<file path="config.mk">
export PLATFORM = sky130hd
export DESIGN_NAME = seven_segment_scanner
export DESIGN_NICKNAME = d
export VERILOG_FILES = /design/src/rtl/seven_segment_scanner.sv
export SDC_FILE = /design/constraint.sdc
export NUM_CORES = 1
export LEC_CHECK = 0
export CAP_MARGIN = 0
export CELL_PAD_IN_SITES_DETAIL_PLACEMENT = 2
export CELL_PAD_IN_SITES_GLOBAL_PLACEMENT = 2
export CORE_MARGIN = 2
export CORE_UTILIZATION = 39
export CTS_BUF_LIST = sky130_fd_sc_hd__clkbuf_8
export DETAILED_ROUTE_END_ITERATION = 7
export PLACE_DENSITY = 0.88
export SLEW_MARGIN = 40
export SYNTH_ARGS = -nofsm -noshare
export SYNTH_HDL_FRONTEND = slang
export SYNTH_SLANG_ARGS = --single-unit
</file>
<file path="constraint.sdc">
create_clock -name clock -period 4.8 [get_ports clock]
set_input_delay 1.44 -clock clock [delete_from_list [all_inputs] [get_ports clock]]
set_output_delay 1.44 -clock clock [all_outputs]
set_load 0.02 [all_outputs]
</file>
<file path="src/rtl/seven_segment_scanner.sv">
// ---------------------------------------------------------------------------
// seven_segment_scanner
//
// Multiplexed multi-digit hex display driver for a common-segment LED display
// with one enable line per digit.
//
// A producer offers a packed hex value, per-digit decimal points and a
// leading-zero-suppression flag over a valid/ready handshake. An accepted
// offer waits in a pending buffer and is copied into the shadow (displayed)
// copy only at a frame boundary, so one frame never mixes two values.
//
// Each digit owns a slot of SCAN_DIV cycles. The first BLANK_CYCLES cycles of
// every slot are dead time (all outputs dark) to avoid ghosting while the
// digit enables switch over.
//
// Ports:
//   clock          system clock
//   reset          asynchronous, active-high reset
//   value_valid    producer offers value / dots / blank_leading
//   value_ready    an offer is accepted on this cycle's clock edge if valid
//   value          packed nibbles, digit 0 (rightmost) in bits [3:0]
//   dots           decimal point per digit
//   blank_leading  enables leading-zero suppression
//   abcdefg        segments, active high, a = bit 6 ... g = bit 0
//   dp             decimal point, active high
//   digit_en       digit enable, active high, one-hot or all zero
//
// Every output comes straight from a flop. The output flops are loaded from
// the next-state values of the slot counter, digit index and shadow copy, so
// the registered outputs line up with the cnt register: digit_en is non-zero
// exactly in the cycles where cnt >= BLANK_CYCLES.
// ---------------------------------------------------------------------------
module seven_segment_scanner #(
  parameter int DIGITS       = 4,
  parameter int SCAN_DIV     = 12000,
  parameter int BLANK_CYCLES = 600
) (
  input  logic                  clock,
  input  logic                  reset,
  input  logic                  value_valid,
  output logic                  value_ready,
  input  logic [4*DIGITS-1:0]   value,
  input  logic [DIGITS-1:0]     dots,
  input  logic                  blank_leading,
  output logic [6:0]            abcdefg,
  output logic                  dp,
  output logic [DIGITS-1:0]     digit_en
);

  localparam int IDX_W = (DIGITS > 1) ? $clog2(DIGITS) : 1;
  localparam int CNT_W = $clog2(SCAN_DIV);

  localparam logic [CNT_W-1:0]  CNT_LAST = CNT_W'(SCAN_DIV - 1);
  localparam logic [CNT_W-1:0]  CNT_SHOW = CNT_W'(BLANK_CYCLES);
  localparam logic [IDX_W-1:0]  IDX_LAST = IDX_W'(DIGITS - 1);
  localparam logic [DIGITS-1:0] EN_BASE  = DIGITS'(1'b1);

  // -------------------------------------------------------------------------
  // Helper functions
  // -------------------------------------------------------------------------

  // Standard hex font, segment order a..g from bit 6 down to bit 0.
  function automatic logic [6:0] decode_hex(input logic [3:0] nib);
    logic [6:0] seg;
    case (nib)
      4'h0:    seg = 7'b1111110;
      4'h1:    seg = 7'b0110000;
      4'h2:    seg = 7'b1101101;
      4'h3:    seg = 7'b1111001;
      4'h4:    seg = 7'b0110011;
      4'h5:    seg = 7'b1011011;
      4'h6:    seg = 7'b1011111;
      4'h7:    seg = 7'b1110000;
      4'h8:    seg = 7'b1111111;
      4'h9:    seg = 7'b1111011;
      4'hA:    seg = 7'b1110111;
      4'hB:    seg = 7'b0011111;
      4'hC:    seg = 7'b1001110;
      4'hD:    seg = 7'b0111101;
      4'hE:    seg = 7'b1001111;
      4'hF:    seg = 7'b1000111;
      default: seg = 7'b0000000;
    endcase
    return seg;
  endfunction

  // AND-OR mux selecting nibble 'sel' out of the packed value.
  function automatic logic [3:0] pick_nibble(input logic [4*DIGITS-1:0] v,
                                             input logic [IDX_W-1:0]    sel);
    logic [3:0] r;
    r = 4'h0;
    for (int i = 0; i < DIGITS; i++) begin
      r = r | ({4{sel == IDX_W'(i)}} & v[4*i +: 4]);
    end
    return r;
  endfunction

  // AND-OR mux selecting bit 'sel' out of a per-digit vector.
  function automatic logic pick_bit(input logic [DIGITS-1:0] d,
                                    input logic [IDX_W-1:0]  sel);
    logic r;
    r = 1'b0;
    for (int i = 0; i < DIGITS; i++) begin
      r = r | ((sel == IDX_W'(i)) & d[i]);
    end
    return r;
  endfunction

  // Digit i (i > 0) is dark when suppression is on and nibbles i..DIGITS-1
  // are all zero. Walking down from the top digit keeps a running
  // "everything above is zero" flag. Digit 0 always shows.
  function automatic logic [DIGITS-1:0] suppress_mask(input logic [4*DIGITS-1:0] v,
                                                      input logic                blank);
    logic [DIGITS-1:0] m;
    logic              upper_zero;
    m          = {DIGITS{1'b0}};
    upper_zero = 1'b1;
    for (int i = DIGITS - 1; i > 0; i--) begin
      upper_zero = upper_zero & (v[4*i +: 4] == 4'h0);
      m[i]       = blank & upper_zero;
    end
    return m;
  endfunction

  // -------------------------------------------------------------------------
  // State
  // -------------------------------------------------------------------------
  logic [CNT_W-1:0]    cnt_r;
  logic [IDX_W-1:0]    idx_r;

  logic                pending_r;
  logic [4*DIGITS-1:0] pend_value_r;
  logic [DIGITS-1:0]   pend_dots_r;
  logic                pend_blank_r;

  logic [4*DIGITS-1:0] shadow_value_r;
  logic [DIGITS-1:0]   shadow_dots_r;
  logic                shadow_blank_r;

  logic                value_ready_r;
  logic [DIGITS-1:0]   digit_en_r;
  logic [6:0]          abcdefg_r;
  logic                dp_r;

  // -------------------------------------------------------------------------
  // Next-state signals
  // -------------------------------------------------------------------------
  logic                slot_end_s;
  logic                frame_end_s;
  logic [CNT_W-1:0]    cnt_next_s;
  logic [IDX_W-1:0]    idx_next_s;

  logic                accept_s;
  logic                shadow_load_s;
  logic                pending_next_s;

  logic [4*DIGITS-1:0] shadow_value_next_s;
  logic [DIGITS-1:0]   shadow_dots_next_s;
  logic                shadow_blank_next_s;

  logic [DIGITS-1:0]   suppress_s;
  logic                show_s;
  logic [3:0]          nibble_s;
  logic [DIGITS-1:0]   digit_en_next_s;
  logic [6:0]          abcdefg_next_s;
  logic                dp_next_s;

  // Slot counter and digit index advance; detect slot and frame boundaries.
  always_comb begin
    slot_end_s  = (cnt_r == CNT_LAST);
    frame_end_s = slot_end_s & (idx_r == IDX_LAST);
    cnt_next_s  = cnt_r;
    idx_next_s  = idx_r;
    if (slot_end_s) begin
      cnt_next_s = {CNT_W{1'b0}};
      if (idx_r == IDX_LAST) begin
        idx_next_s = {IDX_W{1'b0}};
      end else begin
        idx_next_s = idx_r + IDX_W'(1'b1);
      end
    end else begin
      cnt_next_s = cnt_r + CNT_W'(1'b1);
    end
  end

  // Handshake: accept when ready, hand pending over at the frame boundary.
  // Ready is the inverse of pending, so an accept and a hand-over can never
  // happen on the same edge; an accept on the boundary edge only fills
  // pending and the shadow copy is left alone until the next boundary.
  always_comb begin
    accept_s       = value_valid & value_ready_r;
    shadow_load_s  = frame_end_s & pending_r;
    pending_next_s = pending_r;
    if (shadow_load_s) begin
      pending_next_s = 1'b0;
    end else if (accept_s) begin
      pending_next_s = 1'b1;
    end else begin
      pending_next_s = pending_r;
    end
  end

  // Shadow copy as it will be after this edge; output decode uses it so the
  // first SHOW cycle of a new frame already reflects the new value.
  always_comb begin
    shadow_value_next_s = shadow_value_r;
    shadow_dots_next_s  = shadow_dots_r;
    shadow_blank_next_s = shadow_blank_r;
    if (shadow_load_s) begin
      shadow_value_next_s = pend_value_r;
      shadow_dots_next_s  = pend_dots_r;
      shadow_blank_next_s = pend_blank_r;
    end else begin
      shadow_value_next_s = shadow_value_r;
      shadow_dots_next_s  = shadow_dots_r;
      shadow_blank_next_s = shadow_blank_r;
    end
  end

  // Output decode from next-state values, so the flopped outputs track cnt_r.
  always_comb begin
    suppress_s      = suppress_mask(shadow_value_next_s, shadow_blank_next_s);
    show_s          = (cnt_next_s >= CNT_SHOW) & ~pick_bit(suppress_s, idx_next_s);
    nibble_s        = pick_nibble(shadow_value_next_s, idx_next_s);
    digit_en_next_s = {DIGITS{1'b0}};
    abcdefg_next_s  = 7'b0000000;
    dp_next_s       = 1'b0;
    if (show_s) begin
      digit_en_next_s = EN_BASE << idx_next_s;
      abcdefg_next_s  = decode_hex(nibble_s);
      dp_next_s       = pick_bit(shadow_dots_next_s, idx_next_s);
    end else begin
      digit_en_next_s = {DIGITS{1'b0}};
      abcdefg_next_s  = 7'b0000000;
      dp_next_s       = 1'b0;
    end
  end

  // Slot counter and digit index registers.
  always_ff @(posedge clock or posedge reset) begin
    if (reset) begin
      cnt_r <= {CNT_W{1'b0}};
      idx_r <= {IDX_W{1'b0}};
    end else begin
      cnt_r <= cnt_next_s;
      idx_r <= idx_next_s;
    end
  end

  // Pending buffer, pending flag and registered ready.
  always_ff @(posedge clock or posedge reset) begin
    if (reset) begin
      pending_r     <= 1'b0;
      pend_value_r  <= {(4*DIGITS){1'b0}};
      pend_dots_r   <= {DIGITS{1'b0}};
      pend_blank_r  <= 1'b0;
      value_ready_r <= 1'b1;
    end else begin
      pending_r     <= pending_next_s;
      value_ready_r <= ~pending_next_s;
      if (accept_s) begin
        pend_value_r <= value;
        pend_dots_r  <= dots;
        pend_blank_r <= blank_leading;
      end
    end
  end

  // Shadow (displayed) copy registers.
  always_ff @(posedge clock or posedge reset) begin
    if (reset) begin
      shadow_value_r <= {(4*DIGITS){1'b0}};
      shadow_dots_r  <= {DIGITS{1'b0}};
      shadow_blank_r <= 1'b0;
    end else begin
      shadow_value_r <= shadow_value_next_s;
      shadow_dots_r  <= shadow_dots_next_s;
      shadow_blank_r <= shadow_blank_next_s;
    end
  end

  // Display output registers.
  always_ff @(posedge clock or posedge reset) begin
    if (reset) begin
      digit_en_r <= {DIGITS{1'b0}};
      abcdefg_r  <= 7'b0000000;
      dp_r       <= 1'b0;
    end else begin
      digit_en_r <= digit_en_next_s;
      abcdefg_r  <= abcdefg_next_s;
      dp_r       <= dp_next_s;
    end
  end

  assign value_ready = value_ready_r;
  assign digit_en    = digit_en_r;
  assign abcdefg     = abcdefg_r;
  assign dp          = dp_r;

endmodule

</file>
==> results of run 1 <==
[area by class of cell]
type                            count  area (µm²)
Clock buffer                       10         138
Clock inverter                      5        57.6
Multi-Input combinational cell    212        1720
Fill cell                         912        4820
Tap cell                          111         139
Timing Repair Buffer               44         420
Sequential cell                    72        1800
Inverter                           14        55.1
[worst min-delay path, delay by kind of cell (launching register included)]
| kind | cells | cell delay, ps |
|---|---|---|
| flip-flops | 1 | 340 |
| AND/OR/NAND/NOR | 2 | 120 |
[routing by layer]
layer  vias up  GRT usage  wire length (µm)
met4         0     0.0854               198
li1       1186          -                 -
met5         -          0                 0
met1      1350      0.272              4330
met3        16     0.0340               187
met2        35      0.367              5040
[worst max-delay path by stage]
stage                        from                   end  slack (ps)  depth (start not counted)
6_report       cnt_r[0]$_DFF_PP0_  abcdefg[3]$_DFF_PP0_         580                         13
5_1_grt        cnt_r[0]$_DFF_PP0_  abcdefg[3]$_DFF_PP0_         260                         13
4_1_cts        cnt_r[0]$_DFF_PP0_  abcdefg[3]$_DFF_PP0_         590                         13
3_5_place_dp   cnt_r[0]$_DFF_PP0_  abcdefg[3]$_DFF_PP0_         650                         13
3_3_place_gp   cnt_r[0]$_DFF_PP0_  abcdefg[3]$_DFF_PP0_         870                         13
2_1_floorplan  cnt_r[0]$_DFF_PP0_  abcdefg[3]$_DFF_PP0_        1120                         13
[Yosys cell counts, types with 4 or more instances]
cell / n / area (µm²)
a21oi_1: 4 / 20.0
buf_2: 6 / 30.0
clkbuf_1: 5 / 18.8
dfrtp_1: 71 / 1780
ha_1: 8 / 100
inv_1: 13 / 48.8
mux2_2: 32 / 360
mux2_4: 6 / 90.1
mux2i_1: 18 / 180
nand2_1: 28 / 105
nand3_1: 8 / 40.0
nand3b_1: 4 / 30.0
nand4_1: 5 / 31.3
nor2_1: 16 / 60.1
nor3_1: 10 / 50.1
o211ai_1: 4 / 30.0
o21ai_0: 5 / 25.0
xnor2_1: 12 / 105
xor2_1: 7 / 61.3
[kinds of logic (layout without fill, tap and decap cells)]
kind of cell | Yosys count | after routing | synth area share
buffers and inverters | 30 | 73 | 0.0374
adders and majority gates | 8 | 8 | 0.0274
DFF | 72 | 72 | 0.494
AOI/OAI and AO/OA | 37 | 37 | 0.0744
and+or+nand+nor | 87 | 87 | 0.123
muxes | 61 | 61 | 0.198
xor gates and xnor gates | 19 | 19 | 0.0456
[registers in the layout, summed over array words and instances, names as in the netlist, 2 cells and up]
signal and count:
pend_dots_r 4, abcdefg 7, digit_en 4, cnt_r 14, idx_r 2, pend_value_r 16, shadow_value_r 16, shadow_dots_r 4
[where the power goes]
| part | switching [W] | leakage [nW] | internal, W |
|---|---|---|---|
| Combinational | 0.0000470 | 0.995 | 0.0000831 |
| Sequential | 0.0000610 | 0.937 | 0.000673 |
| Clock | 0.000242 | 0.0904 | 0.000250 |
[metrics by stage]
stage	setup WS [ps]	instance area, µm²	std cells	hold slack [ps]	util
5_1_grt	259	4330	468	524	0.473
2_1_floorplan	1120	3650	314	433	-
4_1_cts	588	4330	468	490	0.473
3_5_place_dp	654	4140	453	478	0.452
6_report	578	4330	468	492	0.473
3_3_place_gp	869	4130	453	449	0.451
==> results.toml, run 1 <==
[run_status]
outcome = "finished clean"

[floorplanning]
die_area_mm2 = 0.0101
core_mm2 = 0.00915
die_y_um = 101
ios = 37
row_count = 35
initial_core_util = 0.399
die_w_um = 101

[placed_design]
place_congestion = 0.792
io_buffers = 36
post-dp-hpwl_um = 6570

[clock_network]
numCtsBuffers = 9
cts-htree-levels = 3
post_cts_resized = 0
path_clk_slew_ps = 80
clock_latency_ps = 360
max-clock-path-buffers = 2
cts_setup_buffers = 0
cts_hold_repair.buffers = 0
cts_tree = "built"
clock-root-buffer = "clkbuf_8"
cts_sinks = 72

[global_route]
track_usage = 0.215
antenna_found_initial = 0
grt_pass1_wl_um = 16300
grt_max_degree = 42
gr-total-overflow = 0
grt_pass1_vias = 2947

[sta]
finalSetupTns_ps = 0
finalHoldViolations = 0
layout_min_cycle_time_ps = 4220
skew_ps = 11.0
period_share = 0.880
setup_viol = 0
slew_viol_final = 0
grt_setup_unrepaired = "false"
fmax_mhz = 237
worstMarginPinSlew_ps = 524
maxSlewHeadroom = 0.641

[worst_setup_path]
critPathRequiredTime_ps = 5030
worstPathMaxFanout = 15
cpMostUsedCell = "mux2i_1"
crit_path_cell_trace = "ha_1, nand4_4, or4_1, buf_4, mux2i_1, mux2i_1, mux2i_1, inv_1, ha_1, nand2_1, mux2_1, a31oi_1, a211oi_1"
crit_buf_inv = 2
r2r_cells = 13
r2r_end = "abcdefg[3]$_DFF_PP0_"
cpPeakStageDelay_ps = 810
worstPathArrival_ps = 4450
cp_slowest_cell = "or4_1"
critPathLaunchType = "flip-flop"
critPathTopFamily = "multiplexers"
r2r-start = "cnt_r[0]$_DFF_PP0_"
end_kind = "flip-flop"
critical_path_class = "reg -> reg"
ff2ff_setup_slack_ps = 580

[logic_synthesis]
synthCells = 314
synthesis.area_mm2 = 0.00365
synth_flop_cell = "dfrtp_1"
synth_cell_type_count = 53
synth-edff-count = 0
synth-async-reset-ratio = 1.00
seq_area_frac_synth = 0.494
syn-num-nets = 346
ys_seq_elements = 72
synth_area_per_cell_um2 = 11.6
yosys_warnings = 0

[run]
cap_violations = 0

[drt]
via_count = 2587
drt_iter0_markers = 85
drcViolationCount = 0
drtAntennaViolNets = 0
wl_um = 9760
drt_first_pass_iters = 3
wire_per_inst_um = 20.9
routed_via_density = 5.53

[cells_and_area]
final_cell_mix = "dfrtp_1 (71), clkdlybuf4s50_1 (36), mux2_2 (32)"
final_common_cell = "dfrtp_1"
syn2layout_area_growth_pct = 18.7
drive_gt1_frac = 0.216
nNetsFinal = 385
insertedDiodeCount = 0

[worst_hold_path]
whs_path_depth = 2
min_from = "shadow_dots_r[3]$_DFF_PP0_"
min_to = "shadow_dots_r[3]$_DFF_PP0_"
min_path_type = "reg -> reg"

[power_and_ir_drop]
powerDensity_mw_per_mm2 = 313
total_power_w = 0.00136
leakagePower_nw = 2.02
peakVddDrop_mv = 0.214
No activity file was read; power rests on OpenSTA's default activity.
==> run 2, diff against run 1 <==
Settings changed: CORE_UTILIZATION 39 to 40, PLACE_DENSITY 0.88 to 0.9.
==> run 2 against run 1 <==
Final area rose by 0.49%. Wire length rose by 5.5%. Fmax rose by 4.6%. Setup slack improved by 190 ps. Hold slack got worse by 10 ps. First-iteration DRC count rose by 21%. Core utilization rose by 2.3 points. Clock power rose by 11%. Total power rose by 4.2%. Via count rose by 0.54%. Critical endpoint unchanged.
==> results.toml, run 2 (synthesis gave the netlist of run 1 again) <==
[worst_hold_path]
min_from = "shadow_dots_r[0]$_DFF_PP0_"
min_path_type = "reg -> reg"

[floorplanning]
initial_core_util = 0.416
die_w_um = 99.5
row_count = 34
ios = 37
die_y_um = 99.5
core_mm2 = 0.00876
die_area_mm2 = 0.00990

[sta]
finalSetupTns_ps = 0
worstMarginPinSlew_ps = 630
grt_setup_unrepaired = "false"
finalHoldViolations = 0
period_share = 0.841
fmax_mhz = 248
maxSlewHeadroom = 0.580
layout_min_cycle_time_ps = 4040
setup_viol = 0
slew_viol_final = 0
skew_ps = 7.73
hold-worst-slack_ps = 482

[cells_and_area]
nNetsFinal = 385
fin_area_mm2 = 0.00435
nFillCells = 873
stdcell_count = 466
final_common_cell = "dfrtp_1"
syn2layout_area_growth_pct = 19.3
insertedDiodeCount = 0
drive_gt1_frac = 0.218
final_cell_mix = "dfrtp_1 (71), clkdlybuf4s50_1 (36), mux2_2 (32)"
reg_top3 = "pend_value_r (16), shadow_value_r (16), cnt_r (14)"

[drt]
drt_first_pass_iters = 4
drtAntennaViolNets = 0
wire_per_inst_um = 22.1
drcViolationCount = 0
wl_um = 10300
drt_iter0_markers = 103
via_count = 2601
routed_via_density = 5.58

[clock_network]
clock_latency_ps = 350
post_cts_resized = 0
cts_hold_repair.buffers = 0
cts-htree-levels = 3
cts_sinks = 72
numCtsBuffers = 9
path_clk_slew_ps = 80
cts_setup_buffers = 0
cts_tree = "built"
clock-root-buffer = "clkbuf_8"
max-clock-path-buffers = 2

[run]
cap_violations = 0

[worst_setup_path]
end_kind = "flip-flop"
r2r-start = "cnt_r[0]$_DFF_PP0_"
cpMostUsedCell = "mux2i_1"
cpPeakStageDelay_ps = 650
critical_path_class = "reg -> reg"
critPathRequiredTime_ps = 5020
cp_slowest_cell = "or4_1"
worstPathArrival_ps = 4260
critPathLaunchType = "flip-flop"
crit_path_cell_trace = "ha_1, nand4_4, or4_1, buf_4, mux2i_1, mux2i_1, mux2i_1, inv_1, ha_1, nand2_1, mux2_1, a31oi_1, a211oi_1"
ff2ff_setup_slack_ps = 760
worstPathMaxFanout = 20
startpoint = "cnt_r[0]$_DFF_PP0_"

[power_and_ir_drop]
peakVddDrop_mv = 0.253
powerDensity_mw_per_mm2 = 325
total_power_w = 0.00141
leakagePower_nw = 2.04

[run_status]
outcome = "finished clean"

[global_route]
grt_pass1_vias = 3076
gr-total-overflow = 0
grt_pass1_wl_um = 17100
track_usage = 0.229
antenna_found_initial = 0
grt_max_degree = 50

[placed_design]
place_congestion = 0.827
post-dp-hpwl_um = 7160
io_buffers = 36
dp.cells = 450
place_area_mm2 = 0.00413
-- run 2: changes by cell type in the layout (fill, tap and decap cells not counted) --
cell | previous run | this run
clkinvlp_4 | 3 | 0
clkbuf_8 | 10 | 9
clkinv_4 | 0 | 3
clkinv_2 | 1 | 2
bufinv_16 | 1 | 2
-- run 2: metrics by stage --
stage                     setup slack [ps]   util
final                                  764  0.497
after global routing                   527  0.497
after floorplan                       1120      -
after detailed placement               834  0.472
after CTS                              768  0.497
after global placement                1120  0.471
-- run 2: worst paths after layout --
check / end / cells past startpoint
max: abcdefg[3]$_DFF_PP0_ / 13
min: shadow_dots_r[0]$_DFF_PP0_ / 2
max reg2reg: abcdefg[3]$_DFF_PP0_ / 13
min in group asynchronous: shadow_dots_r[3]$_DFF_PP0_ / 2
max in group asynchronous: abcdefg[4]$_DFF_PP0_ / 3
min reg2reg: shadow_dots_r[0]$_DFF_PP0_ / 2
-- run 2: area by class of cell --
cell class,instances,area (µm²),area share
tap,108,135,0.0310
sequential,72,1800,0.414
clock buffer,9,124,0.0285
multi-input combinational,212,1720,0.395
clock inverter,7,96.3,0.0221
inverter,14,55.1,0.0126
timing repair buffer,44,420,0.0966
-- run 2: critical path: cells and delay by family, from the launching register on --
kind | cells | cell delay [ps]
multiplexers | 4 | 1100
AND/OR/NAND/NOR | 3 | 930
adder cells (fa/ha/maj) | 2 | 720
buffers and inverters | 2 | 460
flip-flops | 1 | 430
AO/OA/AOI/OAI | 2 | 230
-- run 2: where the power goes --
part	switching (W)	internal [W]	leakage (nW)	total, W
Sequential	0.0000638	0.000673	0.937	0.000737
Clock	0.000252	0.000294	0.113	0.000545
Combinational	0.0000476	0.0000832	0.995	0.000131
Total	0.000363	0.00105	2.04	0.00141
-- run 2: metal layers --
metal | up-vias | track usage | share of wire
li1 | 1183 | - | -
met1 | 1361 | 0.287 | 0.43
met2 | 44 | 0.399 | 0.53
met3 | 13 | 0.0471 | 0.024
met4 | 0 | 0.0717 | 0.016
met5 | - | 0 | 0
